==> config.mk <==
export PLATFORM = sky130hd
export DESIGN_NAME = debounce_bank
export DESIGN_NICKNAME = d
export VERILOG_FILES = /design/src/rtl/debounce_bank.sv
export SDC_FILE = /design/constraint.sdc
export NUM_CORES = 1
export LEC_CHECK = 0
export BUFFER_PORTS_ARGS = -buffer_cell sky130_fd_sc_hd__buf_2
export CORE_MARGIN = 2
export CORE_UTILIZATION = 50
export CTS_BUF_LIST = sky130_fd_sc_hd__clkbuf_8
export DETAILED_ROUTE_END_ITERATION = 10
export PLACE_DENSITY = 0.78
export SLEW_MARGIN = 0
export SYNTH_ARGS = -nofsm -noshare
export SYNTH_HDL_FRONTEND = slang
export SYNTH_SLANG_ARGS = --single-unit
==> constraint.sdc <==
create_clock -name clk -period 2.2 [get_ports clk]
set_clock_uncertainty 0.15 [all_clocks]
set_input_delay 0.33 -clock clk [delete_from_list [all_inputs] [get_ports clk]]
set_output_delay 0.33 -clock clk [all_outputs]
set_load 0.1 [all_outputs]
==> src/rtl/debounce_bank.sv <==
// -----------------------------------------------------------------------------
// debounce_bank
//   N-channel debouncer for the game controller pins. Each raw pin goes through
//   a 2-flop synchroniser. A per-channel stability counter then filters it into
//   a clean level. The block also emits one-cycle press/release pulses and an
//   optional hold-to-auto-repeat pulse for paddle movement.
//
// Ports
//   clk        in   1     system clock, rising edge
//   rst_n      in   1     asynchronous active-low reset
//   raw_in     in   N_CH  raw asynchronous pin levels
//   level      out  N_CH  debounced level per channel
//   rise       out  N_CH  1-cycle pulse on level 0->1
//   fall       out  N_CH  1-cycle pulse on level 1->0
//   press_rpt  out  N_CH  rise OR auto-repeat pulse
// -----------------------------------------------------------------------------
module debounce_bank #(
  parameter int              N_CH         = 5,
  parameter int              CNT_W        = 20,
  parameter int              DEB_CYCLES   = 1_000_000,
  parameter logic [N_CH-1:0] RST_VAL      = '0,
  parameter bit              REPEAT_EN    = 1'b1,
  parameter int              HOLD_W       = 26,
  parameter int              REPEAT_DELAY = 25_000_000,
  parameter int              REPEAT_RATE  = 5_000_000
) (
  input  logic            clk,
  input  logic            rst_n,
  input  logic [N_CH-1:0] raw_in,
  output logic [N_CH-1:0] level,
  output logic [N_CH-1:0] rise,
  output logic [N_CH-1:0] fall,
  output logic [N_CH-1:0] press_rpt
);

  localparam logic [CNT_W-1:0]  CNT_LAST  = CNT_W'(DEB_CYCLES - 1);
  localparam logic [HOLD_W-1:0] DLY_LAST  = HOLD_W'(REPEAT_DELAY - 1);
  localparam logic [HOLD_W-1:0] RATE_LAST = HOLD_W'(REPEAT_RATE - 1);

  logic [N_CH-1:0]             sync1_q, sync1_d;
  logic [N_CH-1:0]             sync2_q, sync2_d;
  logic [N_CH-1:0]             level_q, level_d;
  logic [N_CH-1:0]             rise_q, rise_d;
  logic [N_CH-1:0]             fall_q, fall_d;
  logic [N_CH-1:0]             rpt_q, rpt_d;
  logic [N_CH-1:0]             first_q, first_d;
  logic [N_CH-1:0][CNT_W-1:0]  cnt_q, cnt_d;
  logic [N_CH-1:0][HOLD_W-1:0] hcnt_q, hcnt_d;

  // Synchroniser and stability filter. Any sample that matches the current
  // level restarts the count, so only an unbroken run of DEB_CYCLES
  // mismatching samples is accepted as a change.
  always_comb begin
    sync1_d = raw_in;
    sync2_d = sync1_q;
    level_d = level_q;
    cnt_d   = cnt_q;
    rise_d  = '0;
    fall_d  = '0;
    for (int i = 0; i < N_CH; i++) begin
      if (sync2_q[i] == level_q[i]) begin
        cnt_d[i] = '0;
      end else if (cnt_q[i] == CNT_LAST) begin
        level_d[i] = sync2_q[i];
        cnt_d[i]   = '0;
        rise_d[i]  = sync2_q[i];
        fall_d[i]  = ~sync2_q[i];
      end else begin
        cnt_d[i] = cnt_q[i] + CNT_W'(1);
      end
    end
  end

  // Auto-repeat. This logic looks at the next level so that a release edge
  // cancels any repeat due in the same cycle. It also restarts the hold timer
  // together with the rise pulse. 'first' selects the long initial delay
  // versus the shorter repeat interval.
  always_comb begin
    hcnt_d  = hcnt_q;
    first_d = first_q;
    rpt_d   = '0;
    for (int i = 0; i < N_CH; i++) begin
      if (!REPEAT_EN || !level_d[i]) begin
        hcnt_d[i] = '0;
      end else if (rise_d[i]) begin
        hcnt_d[i]  = '0;
        first_d[i] = 1'b1;
      end else if (hcnt_q[i] == (first_q[i] ? DLY_LAST : RATE_LAST)) begin
        rpt_d[i]   = 1'b1;
        hcnt_d[i]  = '0;
        first_d[i] = 1'b0;
      end else begin
        hcnt_d[i] = hcnt_q[i] + HOLD_W'(1);
      end
    end
  end

  always_ff @(posedge clk or negedge rst_n) begin
    if (!rst_n) begin
      sync1_q <= RST_VAL;
      sync2_q <= RST_VAL;
      level_q <= RST_VAL;
      rise_q  <= '0;
      fall_q  <= '0;
      rpt_q   <= '0;
      first_q <= '0;
      cnt_q   <= '0;
      hcnt_q  <= '0;
    end else begin
      sync1_q <= sync1_d;
      sync2_q <= sync2_d;
      level_q <= level_d;
      rise_q  <= rise_d;
      fall_q  <= fall_d;
      rpt_q   <= rpt_d;
      first_q <= first_d;
      cnt_q   <= cnt_d;
      hcnt_q  <= hcnt_d;
    end
  end

  assign level     = level_q;
  assign rise      = rise_q;
  assign fall      = fall_q;
  assign press_rpt = rise_q | rpt_q;

endmodule
* Word-level counts from Yosys, hierarchy flattened
Index checks and enable logic that the tools add are counted.
Operators by class: equal/unequal tests 15, bitwise logic cells 6, add/subtract/negate cells 10, multipliers 0, mux-type cells 85, magnitude comparators 0, divide/modulo/power cells 0, shift-type cells 0, reductions and logical operators 10
Operators by type and width (count):
- 2-to-1 mux 26 bit | 15
- 2-to-1 mux 20 bit | 10
- adder 26 x 1 -> 26 bit (second input constant) | 5
- equality test 26 x 25 -> 1 bit | 5
- 2-to-1 mux 25 bit | 5
- adder 20 x 1 -> 20 bit (second input constant) | 5
- equality test 20 bit (second input constant) | 5
- 2-to-1 mux 1 bit | 55
- AND reduction 2 bit | 5
- nonzero test 2 bit | 5
- equality test 1 bit | 5
- NOT 1 bit | 5
- bitwise OR 5 bit | 1
Word-level totals: word-level logic and storage cells 147, bits in writable memories 0, bits in read-only memories 0, bits in registers 265, memories 0, latch bits 0

* Logic depth before layout (Yosys ltp)
Gate-level depths: netlist of the first run.
word-level depth 5, mapped depth 8, gate-level depth less buffers 6

* Worst setup path before layout of the first run
OpenSTA, ideal clock, no wires.
path type register to register, start point register cnt_q[0] (netlist bit), end point register hcnt_q[7] (netlist bit), path slack 0.081 ns, setup time 0.119 ns, data arrival time 1.850 ns, cell stages (with the launch flop) 8, required time 1.931 ns, cell sequence dfrtp_1 -> ha_1 -> nand3_2 -> or4_4 -> nor3_2 -> nand3b_4 -> buf_6 -> nor2_1
RTL lines:
- start: declaration | line 47 | logic [N_CH-1:0][CNT_W-1:0] cnt_q, cnt_d;
- start signal: assignment | line 117 | cnt_q <= cnt_d;
- end signal: assignment | line 118 | hcnt_q <= hcnt_d;
- end: declaration | line 48 | logic [N_CH-1:0][HOLD_W-1:0] hcnt_q, hcnt_d;

==> key figures, run 1 <==
Outcome
  – Outcome: finished, final reports clean

Global routing
  – Grt total ovfl: 0
  – Largest net degree at the start of global routing: 59
  – Via count of the first global-routing pass: 9542
  – Global-route wire length before repair: 43500 µm
  – Antenna violations before repair: 0
  – Overall Global Routing Usage: 0.194

Clocking
  – CTS tree: done
  – Clock root cell: sky130_fd_sc_hd__clkbuf_8
  – Clock latency reported for the late side of the worst-skew pair: 0.56 ns
  – Maximum level of the CTS H-tree: 2
  – Register clock-pin slew on the reported worst setup and hold paths: 0.07 ns
  – Number of buffers created by CTS: 45
  – Clk sink count: 265
  – Clock Tree Buf Depth: 3

Route
  – Post-detailed-route via-to-cell ratio: 5.43
  – Number of optimization iterations in the first detailed-route pass: 5
  – Via count: 9528
  – WL/cell: 14.5 µm
  – Antenna Nets Post-Route: 0
  – Remaining DRCs: 0
  – Drt initial violations: 745
  – Final Routed Wirelength: 25500 µm

Floorplan
  – Floorplan die area: 26700 µm²
  – Die Span X: 163 µm
  – I/O pins: 27
  – Starting density of the core: 0.507
  – Standard-cell rows: 58
  – Die span in y: 163 µm
  – Core Box Area: 25000 µm²

Yosys
  – Yosys top cell area share: 0.522
  – Syn Nets: 1296
  – Fraction of synthesized area in multiplexers: 0
  – Mean instance size in the synthesized netlist: 9.93 µm²
  – List of most frequent post-synthesis cells: sky130_fd_sc_hd__nor2_1 (271), sky130_fd_sc_hd__dfrtp_1 (265), sky130_fd_sc_hd__xor2_1 (136), sky130_fd_sc_hd__nand2_1 (93), sky130_fd_sc_hd__nand3_1 (91)
  – Share of the yosys chip area belonging to registers: 0.522
  – Predominant post-synthesis flop cell: sky130_fd_sc_hd__dfrtp_1
  – Yosys warning count: 0
  – Synth area leaders: sky130_fd_sc_hd__dfrtp_1 (52%), sky130_fd_sc_hd__xor2_1 (9.4%), sky130_fd_sc_hd__nor2_1 (8.0%)
  – Mapped Cells: 1279
  – Number of synthesized flops with an enable pin: 0
  – Number of synthesized register bits: 265
  – Complex-gate fraction of the synthesized area: 0.0192
  – Most frequent cell after synthesis: sky130_fd_sc_hd__nor2_1
  – Adder and majority cell fraction of the synthesized area: 0.00985
  – Mapped cell area: 12700 µm²
  – Simple-gate share of the synthesized area: 0.282
  – Proportion of synthesized flip-flops having asynchronous set or reset: 1.00
  – Most area-hungry cell type in the Yosys netlist: sky130_fd_sc_hd__dfrtp_1
  – Synth cell types: 53
  – Fraction of synthesized cell area in xor and xnor cells: 0.144
  – Main combinational cell family by area after synthesis: simple AND/OR/NAND/NOR gates

Worst setup path
  – Endpoint required time on the critical path: 2.46 ns
  – Origin of the worst setup path: cnt_q[60]
  – Internal reg-to-reg setup slack: 0.06 ns
  – Biggest fanout along the worst timing path: 6
  – Worst reg2reg endpoint: hcnt_q[85]
  – Crit end category: register
  – Logic depth of the worst register-to-register path: 6
  – Worst Path Class, Setup: reg -> reg
  – Critical path destination: hcnt_q[85]
  – Setup crit start kind: register
  – Worst endpoint data arrival time: 2.40 ns
  – Launching point of the worst reg2reg path: cnt_q[60]

Placement
  – Post-placement cell count: 1655
  – Routability-driven placement congestion ratio: 0.827
  – Post-place instance area: 13500 µm²
  – Setup Slack @ Placement: -0.0625 ns
  – Total of buffers placed on input and output ports: 26
  – HPWL reported at the end of detailed placement: 15700 µm

Cells and area
  – Proportion of layout cells with a drive suffix above 1: 0.144
  – Final core area utilization: 0.592
  – Nets: 1407
  – Signed area change from the synthesized netlist to the final layout: 16.6%
  – Post-route standard cell area excluding fillers: 14800 µm²
  – Inserted Diodes: 0
  – Final Instance Count excl. Fillers: 1754
  – Count of filler cells inserted in the layout: 2090
  – Area taken by multi-input logic gates: 5970 µm²
  – Reg area: 6630 µm²

STA
  – Measured slew at the worst slew-check pin: 0.558 ns
  – Fin. max-slew vios: 0
  – Final hold viol count: 0
  – Max frequency: 468 MHz
  – Final cycle utilization of the critical path: 0.972
  – Aggregate negative setup slack: 0 ns
  – Final critical path time including I/O delays and setup: 2.14 ns
  – Final Worst Setup Slack: 0.0624 ns
  – Relative slew slack: 0.628
  – Final count of negative-setup-slack endpoints: 0

Power and ir drop
  – Logic gate share of total power: 0.022
  – Switching power: 2180 µW
  – Reg power frac: 0.500
  – Total internal power: 7700 µW
  – Switching Share: 0.221
  – Clock power frac: 0.478
  – Ratio of total power to cell area: 667 nW/µm²
  – Peak supply drop: 0.486 mV
  – Static Leakage: 0.00620 µW

Job
  – Maxcap violations: 0

Min path
  – Kind of path behind the tightest hold check: in -> async
-- worst max-delay path, cell delays in order, from the launching register on --
cell and delay (ns):
sky130_fd_sc_hd__dfrtp_1 0.39, sky130_fd_sc_hd__ha_2 0.21, sky130_fd_sc_hd__nand3_2 0.08, sky130_fd_sc_hd__or4_4 0.57, sky130_fd_sc_hd__nor3_4 0.26, sky130_fd_sc_hd__nand3b_2 0.27
sky130_fd_sc_hd__a21oi_1 0.07
-- power groups by stage --
stage               registers [µW]  clock network [µW]  logic (µW)
floorplan                     5020                   0        66.9
global placement              5030                   0         212
detailed placement            5030                   0         216
CTS                           4940                4850         226
global route                  4940                5080         259
finish                        4940                4720         220
-- cell type report --
cell class,instances,area share
Clock buffer,58,0.0539
Timing Repair Buffer,86,0.0490
Inverter,24,0.00608
Tap cell,330,0.0279
Clock inverter,23,0.0122
Multi-Input combinational cell,968,0.403
Sequential cell,265,0.448
-- kinds of logic after synthesis --
logic type | after synthesis
AND/OR/NAND/NOR | 700
buffers and inverters | 53
AO/OA/AOI/OAI | 42
adder cells (fa/ha/maj) | 10
flip-flops | 265
XOR/XNOR | 209
-- cell usage in the layout (no fill, tap or decap), types with 10 or more instances in the layout --
cell / count
sky130_fd_sc_hd__nor2_1: 271
sky130_fd_sc_hd__and3_1: 26
sky130_fd_sc_hd__nor4_1: 21
sky130_fd_sc_hd__or2_2: 10
sky130_fd_sc_hd__o21ai_0: 19
sky130_fd_sc_hd__xor2_1: 136
sky130_fd_sc_hd__inv_1: 34
sky130_fd_sc_hd__buf_4: 46
sky130_fd_sc_hd__buf_2: 22
sky130_fd_sc_hd__dfrtp_1: 264
sky130_fd_sc_hd__nor3_1: 28
sky130_fd_sc_hd__clkbuf_8: 58
sky130_fd_sc_hd__a21oi_1: 11
sky130_fd_sc_hd__nand3_1: 91
sky130_fd_sc_hd__and4_1: 15
sky130_fd_sc_hd__nand2_1: 93
sky130_fd_sc_hd__xnor2_1: 73
sky130_fd_sc_hd__nand4_1: 56
sky130_fd_sc_hd__and2_1: 13
-- per-layer routing --
metal  global-route usage  share of wire
met5                    0              0
met4               0.0623          0.019
met3               0.0368          0.050
met2                0.330           0.49
met1                0.252           0.44
-- registers in the layout, indices dropped and copies added (netlist names) --
register and flops:
hcnt_q 130, cnt_q 100, fall 5, first_q 5, level 5, rise 5
rpt_q 5, sync1_q 5, sync2_q 5
-- how the worst min path moves through the flow --
stage	slack [ns]	end	start	cells after the start
floorplan	-0.12	cnt_q[0]	rst_n	0
global placement	0.15	cnt_q[42]	rst_n	1
detailed placement	0.15	cnt_q[45]	rst_n	1
CTS	0.15	hcnt_q[68]	rst_n	2
global route	0.17	hcnt_q[68]	rst_n	2
finish	0.15	hcnt_q[68]	rst_n	2
-- through the flow --
step / hold slack, ns / total power (µW)
finish: 0.154 / 9880
global route: 0.173 / 10300
CTS: 0.148 / 10000
detailed placement: 0.151 / 5240
global placement: 0.146 / 5240
floorplan: -0.116 / 5090
-- timing repair --
action	CTS	global route
setup buffers	2	3
cloned	3	4
resized for setup	8	15
pin swaps	3	8
hold buffers	6	0
endpoints found under the setup margin	55	142
endpoints found under the hold margin	270	0
Note: power is estimated with default switching activity, not from simulation.
==> run 2: changes to the inputs <==
Settings changed: CORE_ASPECT_RATIO set to 2, PLACE_DENSITY 0.78 to 0.7.
==> run 2 against run 1 <==
Effect of this change:
- count of clock-buffer cells in the layout fell by 6
- fmax is 0.68% lower
- flip-flop and latch count unchanged
- worst hold slack gained 0.046 ns
- clock power down 6.1%
- non-clock buffer count rose by 2
- sequential share of layout area increased by 0.20 points
- design area decreased by 0.42%
- critical path depth did not move
- first-iteration DRC count decreased by 42%
- critical path type unchanged
==> key figures, run 2 (same netlist as run 1, synthesis figures left out) <==
Route
  – Final Routed Wirelength: 26400 µm (was 25500 µm)
  – WL/cell: 15.0 µm (was 14.5 µm)
  – Antenna Nets Post-Route: 0 (unchanged)
  – Drt initial violations: 429 (was 745)
  – Number of optimization iterations in the first detailed-route pass: 5 (unchanged)
  – Remaining DRCs: 0 (unchanged)
  – Via count: 9481 (was 9528)
  – Post-detailed-route via-to-cell ratio: 5.41 (was 5.43)

Floorplan
  – Standard-cell rows: 82 (was 58)
  – Die Span X: 117 µm (was 163 µm)
  – I/O pins: 27 (unchanged)
  – Core Box Area: 25000 µm² (about the same)
  – Die span in y: 229 µm (was 163 µm)
  – Starting density of the core: 0.507 (about the same)
  – Floorplan die area: 26800 µm² (was 26700 µm²)

Cells and area
  – Count of filler cells inserted in the layout: 2192 (was 2090)
  – Register containing the most flip-flops in the final layout: hcnt_q (unchanged)
  – Leading cell types in the layout, fill and taps excluded: sky130_fd_sc_hd__nor2_1 (270), sky130_fd_sc_hd__dfrtp_1 (263), sky130_fd_sc_hd__xor2_1 (136) (was sky130_fd_sc_hd__nor2_1 (271), sky130_fd_sc_hd__dfrtp_1 (264), sky130_fd_sc_hd__xor2_1 (136))
  – Nets: 1404 (was 1407)
  – Most common cell after layout, fill and taps aside: sky130_fd_sc_hd__nor2_1 (unchanged)
  – Proportion of layout cells with a drive suffix above 1: 0.138 (was 0.144)
  – Largest registers in the final layout: hcnt_q (130), cnt_q (100) (unchanged)
  – Flip-flop count of the largest register, all copies and words added: 130 (unchanged)
  – Final Instance Count excl. Fillers: 1754 (unchanged)
  – Signed area change from the synthesized netlist to the final layout: 16.1% (was 16.6%)
  – Inserted Diodes: 0 (unchanged)

Power and ir drop
  – Total chip power: 9600 µW (was 9880 µW)
  – Static Leakage: 0.00614 µW (was 0.00620 µW)
  – Peak supply drop: 0.536 mV (was 0.486 mV)
  – Ratio of total power to cell area: 651 nW/µm² (was 667 nW/µm²)

Placement
  – HPWL reported at the end of detailed placement: 17100 µm (was 15700 µm)
  – Total of buffers placed on input and output ports: 26 (unchanged)
  – Routability-driven placement congestion ratio: 0.811 (was 0.827)
  – Setup Slack @ Placement: -0.0635 ns (was -0.0625 ns)
  – Post-placement cell count: 1663 (was 1655)

STA
  – Measured slew at the worst slew-check pin: 0.600 ns (was 0.558 ns)
  – Final count of negative-setup-slack endpoints: 0 (unchanged)
  – Fin Hold WS: 0.200 ns (was 0.154 ns)
  – Aggregate negative setup slack: 0 ns (unchanged)
  – Final cycle utilization of the critical path: 0.978 (was 0.972)
  – Final critical path time including I/O delays and setup: 2.15 ns (was 2.14 ns)
  – Relative slew slack: 0.596 (was 0.628)
  – Final hold viol count: 0 (unchanged)
  – Max frequency: 465 MHz (was 468 MHz)
  – Fin. max-slew vios: 0 (unchanged)
  – Final Worst Setup Slack: 0.0478 ns (was 0.0624 ns)

Min path
  – Kind of path behind the tightest hold check: reg -> reg (was in -> async)
  – Hold Startpoint: sync1_q[2]

Global routing
  – Met3 demand-to-capacity share in global routing: 0.0331 (was 0.0368)
  – Overall Global Routing Usage: 0.203 (was 0.194)
  – Grt total ovfl: 0 (unchanged)
  – Global-route wire length before repair: 45000 µm (was 43500 µm)
  – Antenna violations before repair: 0 (unchanged)
  – GR Layer Usage met2: 0.376 (was 0.330)
  – Global routing usage on met1: 0.219 (was 0.252)
  – Largest net degree at the start of global routing: 70 (was 59)
  – GRT Max-Usage Layer: met2 (unchanged)
  – Via count of the first global-routing pass: 10000 (was 9542)

Worst setup path
  – Worst path max stage delay: 0.58 ns (was 0.57 ns)
  – Origin of the worst setup path: cnt_q[60] (unchanged)
  – Worst endpoint data arrival time: 2.44 ns (was 2.40 ns)
  – Crit end category: register (unchanged)
  – Biggest fanout along the worst timing path: 6 (unchanged)
  – Worst Path Class, Setup: reg -> reg (unchanged)
  – Setup crit start kind: register (unchanged)
  – Cell at the slowest stage of the critical path: sky130_fd_sc_hd__or4_4 (unchanged)
  – Launching point of the worst reg2reg path: cnt_q[60] (unchanged)
  – CP cell instances: ha_2 > nand3_2 > or4_4 > nor3_4 > nand3b_2 > nor2_1 (was ha_2 > nand3_2 > or4_4 > nor3_4 > nand3b_2 > a21oi_1)
  – Endpoint required time on the critical path: 2.49 ns (was 2.46 ns)

Clocking
  – Clock Tree Buf Depth: 3 (unchanged)
  – Clock latency reported for the late side of the worst-skew pair: 0.57 ns (was 0.56 ns)
  – CTS tree: done (unchanged)
  – Maximum level of the CTS H-tree: 2 (unchanged)
  – Clk sink count: 265 (unchanged)
  – Register clock-pin slew on the reported worst setup and hold paths: 0.07 ns (about the same)
  – Number of buffers created by CTS: 40 (was 45)
  – Clock root cell: sky130_fd_sc_hd__clkbuf_8 (unchanged)

Outcome
  – Outcome: finished, final reports clean (unchanged)

Job
  – Maxcap violations: 0 (unchanged)
-- run 2: worst max-delay path: cells and delay by family, from the launching register on --
kind / cells / cell delay, ns
and+or+nand+nor: 5 / 1.27
DFF: 1 / 0.41
adders and majority gates: 1 / 0.21
-- run 2: final cells by class --
type | instances | area, µm² | area share
flip-flops and latches | 265 | 6630 | 0.450
clock inverters | 21 | 170 | 0.0115
multi-input cells | 968 | 5980 | 0.405
repair buffers | 88 | 743 | 0.0504
inverters | 24 | 90.1 | 0.00611
clock buffers | 52 | 716 | 0.0485
well taps | 336 | 420 | 0.0285
-- run 2: report_power, final --
group          switching, µW  leakage (µW)  internal (µW)
registers               36.4       0.00366           4900
logic                    154       0.00197           74.5
clock network           1950      0.000502           2480
total                   2140       0.00614           7460
-- run 2: stage by stage --
stage / instance area (µm²) / utilization
final: 14700 / 0.589
after global routing: 14700 / 0.589
after CTS: 14600 / 0.583
after detailed placement: 13600 / 0.542
after global placement: 13600 / 0.542
after floorplan: 12700 / -
-- run 2: timing repair --
| action | in CTS | in global routing |
|---|---|---|
| endpoints found under the setup margin | 44 | 122 |
| gates cloned | 3 | 4 |
| resized for setup | 5 | 19 |
| pin swaps | 3 | 3 |
| endpoints found under the hold margin | 270 | 0 |
| hold buffers | 7 | 0 |
| setup buffers | 2 | 2 |
-- run 2: routing by layer --
metal  vias to the layer above  wire length (µm)
li1                       4589                 -
met1                      4644              9900
met2                       165             14600
met3                        83               810
met4                         0              1090
met5                         -                 0
-- run 2: worst paths after layout --
path | to | slack (ns) | cells after the start
setup / recovery | hcnt_q[98] | 0.05 | 6
hold / removal | sync2_q[2] | 0.20 | 0
setup reg to reg | hcnt_q[98] | 0.05 | 6
hold reg to reg | sync2_q[2] | 0.20 | 0
max in group asynchronous | level[1] | 0.81 | 3
min in group asynchronous | hcnt_q[36] | 0.24 | 3
==> run 3: changes to the inputs <==
Settings changed: CORE_MARGIN 2 to unset.
==> run 3 against run 2 <==
Effect of this change:
- the flow now finishes with violations (setup timing)
- first-iteration DRC count increased by 1.9%
- worst hold slack got worse by 0.029 ns
- die area decreased by 2.6%
- critical path type is now reg -> out
- largest cell class unchanged
- largest power group unchanged
==> key figures, run 3 (same netlist as run 1, synthesis figures left out) <==
STA
  – Final count of negative-setup-slack endpoints: 1 (was 0)
  – Max frequency: 454 MHz (was 465 MHz)
  – Relative slew slack: 0.627 (was 0.596)
  – Final Worst Setup Slack: -0.00187 ns (was 0.0478 ns)
  – RSZ-0062 raised after global routing: true
  – Measured slew at the worst slew-check pin: 0.559 ns (was 0.600 ns)
  – Final cycle utilization of the critical path: 1.00 (was 0.978)
  – Final hold viol count: 0 (unchanged)
  – Final critical path time including I/O delays and setup: 2.20 ns (was 2.15 ns)
  – Fin. max-slew vios: 0 (unchanged)

Route
  – Number of optimization iterations in the first detailed-route pass: 4 (was 5)
  – Remaining DRCs: 0 (unchanged)
  – Drt initial violations: 437 (was 429)
  – Antenna Nets Post-Route: 0 (unchanged)
  – Post-detailed-route via-to-cell ratio: 5.43 (was 5.41)
  – WL/cell: 15.3 µm (was 15.0 µm)
  – Via count: 9521 (was 9481)
  – Final Routed Wirelength: 26800 µm (was 26400 µm)

Global routing
  – Largest net degree at the start of global routing: 66 (was 70)
  – Antenna violations before repair: 0 (unchanged)
  – GR Layer Usage met2: 0.393 (was 0.376)
  – Grt total ovfl: 0 (unchanged)
  – Via count of the first global-routing pass: 9708 (was 10000)
  – Overall Global Routing Usage: 0.209 (was 0.203)
  – Met3 demand-to-capacity share in global routing: 0.0338 (was 0.0331)
  – GRT Max-Usage Layer: met2 (unchanged)
  – Global-route wire length before repair: 44200 µm (was 45000 µm)
  – Global routing usage on met1: 0.220 (was 0.219)

Floorplan
  – Starting density of the core: 0.507 (unchanged)
  – I/O pins: 27 (unchanged)
  – Die span in y: 227 µm (was 229 µm)
  – Die Span X: 115 µm (was 117 µm)
  – Core Box Area: 25000 µm² (unchanged)
  – Floorplan die area: 26100 µm² (was 26800 µm²)
  – Standard-cell rows: 82 (unchanged)

Cells and area
  – Flip-flop count of the largest register, all copies and words added: 130 (unchanged)
  – Nets: 1405 (was 1404)
  – Most common cell after layout, fill and taps aside: sky130_fd_sc_hd__nor2_1 (unchanged)
  – Inserted Diodes: 0 (unchanged)
  – Proportion of layout cells with a drive suffix above 1: 0.140 (was 0.138)
  – Count of filler cells inserted in the layout: 2228 (was 2192)
  – Final Instance Count excl. Fillers: 1752 (was 1754)
  – Largest registers in the final layout: hcnt_q (130), cnt_q (100) (unchanged)
  – Leading cell types in the layout, fill and taps excluded: sky130_fd_sc_hd__nor2_1 (271), sky130_fd_sc_hd__dfrtp_1 (264), sky130_fd_sc_hd__xor2_1 (136) (was sky130_fd_sc_hd__nor2_1 (270), sky130_fd_sc_hd__dfrtp_1 (263), sky130_fd_sc_hd__xor2_1 (136))
  – Final core area utilization: 0.588 (was 0.589)
  – Signed area change from the synthesized netlist to the final layout: 15.8% (was 16.1%)
  – Register containing the most flip-flops in the final layout: hcnt_q (unchanged)
  – Post-route standard cell area excluding fillers: 14700 µm² (about the same)

Worst setup path
  – CP cell instances: buf_2 (was ha_2 > nand3_2 > or4_4 > nor3_4 > nand3b_2 > nor2_1)
  – Largest delay contributor family on the critical path: flip-flops (was simple AND/OR/NAND/NOR gates)
  – Logic depth of the worst register-to-register path: 6 (unchanged)
  – Crit path buffers/inverters: 1 (was 0)
  – Worst endpoint data arrival time: 1.72 ns (was 2.44 ns)
  – Cell at the slowest stage of the critical path: sky130_fd_sc_hd__dfrtp_1 (was sky130_fd_sc_hd__or4_4)
  – Setup crit start kind: register (unchanged)
  – Biggest fanout along the worst timing path: 10 (was 6)
  – Worst Path Class, Setup: reg -> out (was reg -> reg)
  – Crit end category: primary output (was register)
  – Worst path max stage delay: 0.66 ns (was 0.58 ns)
  – Cell depth of the worst setup path: 1 (was 6)
  – Endpoint required time on the critical path: 1.72 ns (was 2.49 ns)

Clocking
  – Clock root cell: sky130_fd_sc_hd__clkbuf_8 (unchanged)
  – Register clock-pin slew on the reported worst setup and hold paths: 0.07 ns (about the same)
  – CTS tree: done (unchanged)
  – Clock Tree Buf Depth: 3 (unchanged)
  – Number of buffers created by CTS: 39 (was 40)
  – Clk sink count: 265 (unchanged)
  – Maximum level of the CTS H-tree: 2 (unchanged)
  – Clock latency reported for the late side of the worst-skew pair: 0.56 ns (was 0.57 ns)

Power and ir drop
  – Static Leakage: 0.00612 µW (was 0.00614 µW)
  – Peak supply drop: 0.634 mV (was 0.536 mV)
  – Switching Share: 0.230 (was 0.223)
  – Total internal power: 7150 µW (was 7460 µW)
  – Switching power: 2130 µW (was 2140 µW)
  – Logic gate share of total power: 0.024 (about the same)
  – Reg power frac: 0.532 (was 0.515)
  – Total chip power: 9280 µW (was 9600 µW)
  – Clock power frac: 0.444 (was 0.462)
  – Ratio of total power to cell area: 631 nW/µm² (was 651 nW/µm²)

Placement
  – Post-placement cell count: 1668 (was 1663)
  – Post-place instance area: 13600 µm² (about the same)
  – Total of buffers placed on input and output ports: 26 (unchanged)
  – Routability-driven placement congestion ratio: 0.841 (was 0.811)
  – Setup Slack @ Placement: -0.0171 ns (was -0.0635 ns)
  – HPWL reported at the end of detailed placement: 17400 µm (was 17100 µm)

Outcome
  – Failing checks: setup timing
  – Outcome: finished, violations left (was finished, final reports clean)

Job
  – Maxcap violations: 0 (unchanged)

Min path
  – Kind of path behind the tightest hold check: in -> async (was reg -> reg)
==> run 3: path summary, 6_finish.rpt <==
kind / to / slack, ns / from
worst max-delay path: level[3] / -0.002 / level[3]
worst min-delay path: cnt_q[31] / 0.17 / rst_n
worst max register to register: hcnt_q[103] / 0.02 / cnt_q[60]
worst min register to register: sync2_q[0] / 0.20 / sync1_q[0]
max in group asynchronous: rpt_q[3] / 0.97 / rst_n
min in group clk: sync2_q[0] / 0.20 / sync1_q[0]
==> run 3: metrics by stage <==
step / hold slack, ns / setup TNS [ns]
2_1_floorplan: -0.116 / 0
3_3_place_gp: 0.179 / 0
3_5_place_dp: 0.182 / -0.174
4_1_cts: 0.163 / 0
5_1_grt: 0.210 / -1.80
6_report: 0.170 / -0.00187
==> run 3: layout make-up <==
class | instances | area (µm²) | share of cell area
Clock inverter | 19 | 121 | 0.00825
Multi-Input combinational cell | 968 | 5990 | 0.407
Timing Repair Buffer | 90 | 771 | 0.0524
Sequential cell | 265 | 6630 | 0.451
Clock buffer | 50 | 688 | 0.0468
Inverter | 24 | 90.1 | 0.00612
Tap cell | 336 | 420 | 0.0286
==> run 3: layer usage <==
metal	vias to the layer above	share of wire	routed length, µm
li1	4583	-	-
met4	0	0.044	1190
met2	179	0.55	14800
met5	-	0	0
met1	4666	0.37	9980
met3	93	0.030	803
==> run 3: power by group through the flow <==
stage	Sequential, µW	Clock (µW)	Combinational (µW)
detailed placement	5030	0	221
CTS	4940	4250	231
global placement	5030	0	217
finish	4940	4120	221
global route	4940	4460	255
floorplan	5020	0	66.9
==> run 3: timing repair <==
item / CTS / global route
pin swaps: 1 / 10
endpoints found under the hold margin: 66 / 0
endpoints found under the setup margin: 31 / 105
gates resized for setup: 4 / 19
hold buffers: 6 / 0
gates cloned: 1 / 7
setup buffers: 0 / 1
